**src/rtl/contra_screen_pkg.sv**
```systemverilog
// rtl/contra_screen_pkg.sv - screen state codes shared by sequencer, overlay mux and game core
package contra_screen_pkg;

    typedef enum logic [1:0] {
        START = 2'b00,
        PLAY  = 2'b01,
        PAUSE = 2'b10,
        OVER  = 2'b11
    } game_state_t;

    localparam logic [1:0] GS_START = 2'b00;
    localparam logic [1:0] GS_PLAY  = 2'b01;
    localparam logic [1:0] GS_PAUSE = 2'b10;
    localparam logic [1:0] GS_OVER  = 2'b11;

endpackage

```
**src/rtl/frame_tick_gen.sv**
```systemverilog
// rtl/frame_tick_gen.sv - one-cycle frame tick on each falling edge of active-low VS
module frame_tick_gen (
    input  logic frame_Clk,
    input  logic Reset_n,
    input  logic VS,
    output logic frameTick
);

    logic vs_d;

    always_ff @(posedge frame_Clk) begin
        if (!Reset_n) begin
            vs_d      <= 1'b1;
            frameTick <= 1'b0;
        end else begin
            vs_d      <= VS;
            frameTick <= vs_d & ~VS;
        end
    end

endmodule

```
**src/rtl/game_screen_sequencer.sv**
```systemverilog
// rtl/game_screen_sequencer.sv - title/play/over screen FSM with blink, debounce and restart pulse
// Optional PAUSE state is built when GAME_PAUSE_EN is defined.
module game_screen_sequencer
    import contra_screen_pkg::*;
#(
    parameter int BLINK_FRAMES    = 64,
    parameter int DEBOUNCE_FRAMES = 3,
    parameter int OVER_FRAMES     = 180
) (
    input  logic       frame_Clk,
    input  logic       Reset_n,
    input  logic       VS,
    input  logic       startBtn,
    input  logic       playerDead,
    output logic [1:0] gameState,
    output logic       blinkOn,
    output logic       frameTick,
    output logic       gameRestart
);

    localparam int BW = $clog2(BLINK_FRAMES);
    localparam int DW = $clog2(DEBOUNCE_FRAMES + 1);
    localparam int OW = $clog2(OVER_FRAMES + 1);

    game_state_t   state;
    logic [BW-1:0] blink_cnt;
    logic [DW-1:0] deb_cnt;
    logic          deb_armed;
    logic [OW-1:0] over_cnt;
    logic          press;

    frame_tick_gen u_frame_tick_gen (
        .frame_Clk (frame_Clk),
        .Reset_n   (Reset_n),
        .VS        (VS),
        .frameTick (frameTick)
    );

    // The qualifying sample itself raises press so the state moves on the very next edge.
    assign press     = frameTick & startBtn & deb_armed & (deb_cnt >= DW'(DEBOUNCE_FRAMES - 1));
    assign gameState = state;

    always_ff @(posedge frame_Clk) begin
        if (!Reset_n) begin
            state       <= START;
            blink_cnt   <= '0;
            blinkOn     <= 1'b1;
            deb_cnt     <= '0;
            deb_armed   <= 1'b1;
            over_cnt    <= '0;
            gameRestart <= 1'b0;
        end else begin
            gameRestart <= 1'b0;

            if (frameTick) begin
                if (startBtn) begin
                    if (deb_cnt != DW'(DEBOUNCE_FRAMES))
                        deb_cnt <= deb_cnt + 1'b1;
                    if (press)
                        deb_armed <= 1'b0;
                end else begin
                    deb_cnt   <= '0;
                    deb_armed <= 1'b1;
                end

                if (blink_cnt == BW'(BLINK_FRAMES - 1)) begin
                    blink_cnt <= '0;
                    blinkOn   <= ~blinkOn;
                end else begin
                    blink_cnt <= blink_cnt + 1'b1;
                end
            end

            // Blink restarts from the visible phase on entry to START or OVER.
            case (state)
                START: begin
                    if (press) begin
                        state       <= PLAY;
                        gameRestart <= 1'b1;
                    end
                end
                PLAY: begin
                    if (playerDead) begin
                        state     <= OVER;
                        over_cnt  <= '0;
                        blink_cnt <= '0;
                        blinkOn   <= 1'b1;
                    end
`ifdef GAME_PAUSE_EN
                    else if (press) begin
                        state <= PAUSE;
                    end
`endif
                end
`ifdef GAME_PAUSE_EN
                PAUSE: begin
                    if (press)
                        state <= PLAY;
                end
`endif
                OVER: begin
                    if (press || (frameTick && over_cnt == OW'(OVER_FRAMES - 1))) begin
                        state     <= START;
                        blink_cnt <= '0;
                        blinkOn   <= 1'b1;
                    end else if (frameTick) begin
                        over_cnt <= over_cnt + 1'b1;
                    end
                end
                default: begin
                    state     <= START;
                    blink_cnt <= '0;
                    blinkOn   <= 1'b1;
                end
            endcase
        end
    end

endmodule

```
**config.mk**
```make
export PLATFORM = sky130hd
export DESIGN_NAME = game_screen_sequencer
export DESIGN_NICKNAME = d
export VERILOG_FILES = /design/src/rtl/contra_screen_pkg.sv /design/src/rtl/frame_tick_gen.sv /design/src/rtl/game_screen_sequencer.sv
export SDC_FILE = /design/constraint.sdc
export NUM_CORES = 1
export LEC_CHECK = 0
export CAP_MARGIN = 10
export CELL_PAD_IN_SITES_DETAIL_PLACEMENT = 0
export CELL_PAD_IN_SITES_GLOBAL_PLACEMENT = 1
export CORE_MARGIN = 5
export CORE_UTILIZATION = 25
export DETAILED_ROUTE_END_ITERATION = 10
export PLACE_DENSITY_LB_ADDON = 0.1
export SLEW_MARGIN = 20
export SYNTH_ARGS = -nofsm -noshare
export SYNTH_HDL_FRONTEND = slang
export SYNTH_SLANG_ARGS = --single-unit
```
**constraint.sdc**
```tcl
create_clock -name frame_Clk -period 2.2 [get_ports frame_Clk]
set_input_delay 0.33 -clock frame_Clk [delete_from_list [all_inputs] [get_ports frame_Clk]]
set_output_delay 0.33 -clock frame_Clk [all_outputs]
set_load 0.01 [all_outputs]
```
==> flow_results.xml <==
<?xml version="1.0" encoding="UTF-8"?>
<metrics>
  <group name="clock_network">
    <metric name="cts.path.max_buffers" unit="">2</metric>
    <metric name="tritoncts" unit="">built</metric>
    <metric name="cts-resized-gates" unit="">0</metric>
    <metric name="cts_buffers" unit="">3</metric>
    <metric name="cts-htree-levels" unit="">1</metric>
    <metric name="worst_skew_pair.late_latency" unit="ns">0.27</metric>
    <metric name="clock_pin_slew_on_the_worst_setup_and_hold_paths" unit="ns">0.08</metric>
    <metric name="clock_tree.root_cell" unit="">sky130_fd_sc_hd__clkbuf_8</metric>
    <metric name="clkSinkCount" unit="">23</metric>
    <metric name="cts_hold_buffers" unit="">0</metric>
    <metric name="postCtsSetupRepairBufs" unit="">0</metric>
  </group>
  <group name="finish">
    <metric name="postLayoutCoreUtil" unit="%">30.1</metric>
    <metric name="fin_nets" unit="">151</metric>
    <metric name="drive_gt1_share" unit="%">10.6</metric>
    <metric name="finish.cell_count_without_fillers" unit="">208</metric>
    <metric name="syn2layout_area_growth" unit="%">16.6</metric>
    <metric name="antenna_cells_inserted" unit="">0</metric>
  </group>
  <group name="timing">
    <metric name="finalSetupViolations" unit="">0</metric>
    <metric name="hold_violations" unit="">0</metric>
    <metric name="final_min_period_over_clock_period" unit="%">88.2</metric>
    <metric name="final.setup.tns" unit="ns">0</metric>
    <metric name="final_critical_delay_including_setup_and_external_delays" unit="ns">1.94</metric>
    <metric name="timing.slew.headroom" unit="%">60.9</metric>
    <metric name="holdWs" unit="ns">0.414</metric>
    <metric name="worstMarginPinSlew" unit="ns">0.585</metric>
    <metric name="fmax" unit="MHz">515</metric>
    <metric name="grt_setup_unrepaired" unit="">false</metric>
    <metric name="worst_clock_skew" unit="ns">0.00125</metric>
    <metric name="final-max-slew-violation-count" unit="">0</metric>
  </group>
  <group name="worst_hold_path">
    <metric name="hp-start" unit="">u_frame_tick_gen.vs_d</metric>
    <metric name="timing.hold.worst_path_depth" unit="">2</metric>
    <metric name="hold_class" unit="">reg -&gt; reg</metric>
    <metric name="whs_endpoint" unit="">u_frame_tick_gen.frameTick</metric>
  </group>
  <group name="routing">
    <metric name="remaining_drc_errors" unit="">0</metric>
    <metric name="highest_layer" unit="">met4</metric>
    <metric name="route.vias.total" unit="">953</metric>
    <metric name="detail_route.wl_per_cell" unit="µm">12.2</metric>
    <metric name="drtIter0Drc" unit="">66</metric>
    <metric name="routed-wl-met2" unit="mm">1.08</metric>
    <metric name="route.layer.met1.wl" unit="mm">1.31</metric>
    <metric name="drt_first_pass_iters" unit="">4</metric>
    <metric name="route.met3.wl" unit="µm">100</metric>
    <metric name="vias_per_cell" unit="">4.58</metric>
    <metric name="antenna_left" unit="">0</metric>
    <metric name="wirelength" unit="mm">2.53</metric>
  </group>
  <group name="synth">
    <metric name="synth.avg_cell_area" unit="µm²">9.37</metric>
    <metric name="yosysTopAreaCell" unit="">sky130_fd_sc_hd__dfxtp_1</metric>
    <metric name="sequential_share_of_the_synthesized_area" unit="%">37.8</metric>
    <metric name="yosys_most_used_dff" unit="">sky130_fd_sc_hd__dfxtp_1</metric>
    <metric name="net_count_of_the_mapped_netlist" unit="">139</metric>
    <metric name="synth_cell_type_count" unit="">42</metric>
    <metric name="netlist.area_leader.share" unit="%">37.8</metric>
    <metric name="postSynthRegisterBits" unit="">23</metric>
    <metric name="yosysWarningCount" unit="">0</metric>
    <metric name="synthCells" unit="">130</metric>
    <metric name="area_of_the_mapped_netlist" unit="µm²">1220</metric>
    <metric name="async_flop_share" unit="%">0</metric>
    <metric name="synthTopCellsByArea" unit="">sky130_fd_sc_hd__dfxtp_1, sky130_fd_sc_hd__nand2_1, sky130_fd_sc_hd__mux2i_1, sky130_fd_sc_hd__ha_1, sky130_fd_sc_hd__nand3_1</metric>
    <metric name="synth_enable_flop_cells" unit="">0</metric>
  </group>
  <group name="floorplan">
    <metric name="die-area" unit="µm²">6370</metric>
    <metric name="die-width" unit="µm">79.8</metric>
    <metric name="std_cell_rows" unit="">25</metric>
    <metric name="initial_core_util" unit="%">25.8</metric>
    <metric name="floorplan.die.height" unit="µm">79.8</metric>
    <metric name="fp.coreArea" unit="µm²">4720</metric>
    <metric name="io_pins" unit="">10</metric>
  </group>
  <group name="power">
    <metric name="power.leakage" unit="nW">0.498</metric>
    <metric name="power_density" unit="nW/µm²">533</metric>
    <metric name="vdd.ir_drop.worst" unit="mV">0.269</metric>
  </group>
  <group name="critical_path">
    <metric name="critical_path_required" unit="ns">1.87</metric>
    <metric name="startpoint_type" unit="">flip-flop</metric>
    <metric name="r2r-end" unit="">over_cnt[7]</metric>
    <metric name="regToRegSetupSlack" unit="ns">0.36</metric>
    <metric name="cp-startpoint" unit="">u_frame_tick_gen.frameTick</metric>
    <metric name="crit_chain" unit="">clkdlybuf4s50_1</metric>
    <metric name="crit_buf_inv" unit="">1</metric>
    <metric name="critical_path.reg2reg.startpoint" unit="">deb_cnt[0]</metric>
    <metric name="cp.arrival" unit="ns">1.61</metric>
    <metric name="crit_fanout" unit="">14</metric>
    <metric name="path_delay_family" unit="">flip-flops</metric>
    <metric name="timing.critical_path.depth" unit="">1</metric>
    <metric name="slowest_delay" unit="ns">0.70</metric>
    <metric name="setup.worst_path.class" unit="">reg -&gt; out</metric>
    <metric name="slowest_stage" unit="">sky130_fd_sc_hd__dfxtp_1</metric>
    <metric name="critical_path.endpoint_type" unit="">output pin</metric>
    <metric name="worstRegToRegCells" unit="">6</metric>
  </group>
  <group name="global_routing">
    <metric name="grt_max_degree" unit="">15</metric>
    <metric name="first_global_vias" unit="">863</metric>
    <metric name="grt_remaining_overflow" unit="">0</metric>
    <metric name="initial_antenna_violation_count" unit="">0</metric>
    <metric name="grt_first_pass_wirelength" unit="mm">4.27</metric>
    <metric name="grt_use_total" unit="%">8.69</metric>
  </group>
  <group name="placed_design">
    <metric name="numPortBuffers" unit="">9</metric>
    <metric name="detailed_place_hpwl" unit="mm">1.87</metric>
    <metric name="numPlacedInstances" unit="">204</metric>
    <metric name="place_congestion" unit="">0.747</metric>
  </group>
  <group name="outcome">
    <metric name="run_status" unit="">complete, no violations</metric>
  </group>
  <group name="run">
    <metric name="maximum_capacitance_violations" unit="">0</metric>
  </group>
</metrics>
layer usage:
metal / up-vias / GRT usage, %
met5: - / 0
met1: 448 / 11.9
li1: 487 / -
met3: 5 / 2.93
met2: 13 / 12.6
met4: 0 / 3.04
cells by family after synthesis:
family | count (synthesis) | synth area share, %
compound gates | 25 | 18.7
xor+xnor | 5 | 3.59
fa+ha+maj | 4 | 4.11
buf+inv | 12 | 5.34
flops | 23 | 37.8
mux | 7 | 6.16
simple gates | 54 | 24.3
stage by stage:
stage               total power (W)  setup slack, ns  cell area [µm²]
detailed placement         0.000501            0.295             1380
floorplan                  0.000479            0.541             1220
CTS                        0.000772            0.228             1420
finish                     0.000758            0.259             1420
global placement           0.000501            0.315             1380
global route               0.000792            0.167             1420
cells in the final DEF (no fill, tap or decap), types with 2 or more instances in the layout:
cell type	n
sky130_fd_sc_hd__clkdlybuf4s50_1	9
sky130_fd_sc_hd__nand2_1	17
sky130_fd_sc_hd__dfxtp_1	23
sky130_fd_sc_hd__a2111oi_2	3
sky130_fd_sc_hd__nand4b_1	2
sky130_fd_sc_hd__a21oi_1	6
sky130_fd_sc_hd__and2_1	2
sky130_fd_sc_hd__o21ai_0	3
sky130_fd_sc_hd__and4_1	2
sky130_fd_sc_hd__nor2b_1	2
sky130_fd_sc_hd__nand2b_1	6
sky130_fd_sc_hd__a211oi_1	3
sky130_fd_sc_hd__a31oi_1	2
sky130_fd_sc_hd__xor2_1	2
sky130_fd_sc_hd__inv_1	6
sky130_fd_sc_hd__nand3_1	9
sky130_fd_sc_hd__mux2i_1	6
sky130_fd_sc_hd__buf_4	3
sky130_fd_sc_hd__and3_1	3
sky130_fd_sc_hd__clkbuf_8	3
sky130_fd_sc_hd__ha_1	4
sky130_fd_sc_hd__xnor2_1	3
sky130_fd_sc_hd__nor2_1	3
how the worst max path moves through the flow:
stage / end
2_1_floorplan: over_cnt[6]
3_3_place_gp: over_cnt[5]
3_5_place_dp: over_cnt[7]
4_1_cts: frameTick
5_1_grt: frameTick
6_report: frameTick
report_power, final:
group / switching (W) / internal (W) / total (W) / leakage (nW)
Clock: 0.000138 / 0.000129 / 0.000267 / 0.0228
Sequential: 0.0000125 / 0.000423 / 0.000435 / 0.186
Combinational: 0.0000286 / 0.0000272 / 0.0000558 / 0.289
Total: 0.000179 / 0.000579 / 0.000758 / 0.498
sequential cells by signal (all words and copies together) (netlist names), 2 cells and up:
| register | count |
|---|---|
| gameState | 2 |
| blink_cnt | 6 |
| over_cnt | 8 |
| deb_cnt | 2 |
tightest hold or removal path: stages (launching register included):
cell,delay (ns)
sky130_fd_sc_hd__dfxtp_1,0.31
sky130_fd_sc_hd__inv_1,0.04
sky130_fd_sc_hd__nor2_1,0.03
layout make-up:
cell class	instances	area, µm²
fillers	523	3300
multi-input cells	95	693
flip-flops and latches	23	460
repair buffers	12	113
well taps	67	83.8
clock buffers	4	45.0
inverters	7	26.3
Yosys cell counts, types with 2 or more instances:
library cell                count
sky130_fd_sc_hd__o21ai_0        3
sky130_fd_sc_hd__nand2_1       17
sky130_fd_sc_hd__xnor2_1        3
sky130_fd_sc_hd__nor2_1         3
sky130_fd_sc_hd__nor2b_1        2
sky130_fd_sc_hd__a31oi_1        2
sky130_fd_sc_hd__nand4b_1       2
sky130_fd_sc_hd__dfxtp_1       23
sky130_fd_sc_hd__a211oi_1       3
sky130_fd_sc_hd__and2_1         2
sky130_fd_sc_hd__buf_6          2
sky130_fd_sc_hd__xor2_1         2
sky130_fd_sc_hd__ha_1           4
sky130_fd_sc_hd__and3_1         3
sky130_fd_sc_hd__nand3_1        9
sky130_fd_sc_hd__and4_1         2
sky130_fd_sc_hd__a21oi_1        6
sky130_fd_sc_hd__inv_1          6
sky130_fd_sc_hd__nand2b_1       6
sky130_fd_sc_hd__mux2i_1        6
sky130_fd_sc_hd__a2111oi_2      3
Note: power is estimated with default switching activity, not from simulation.
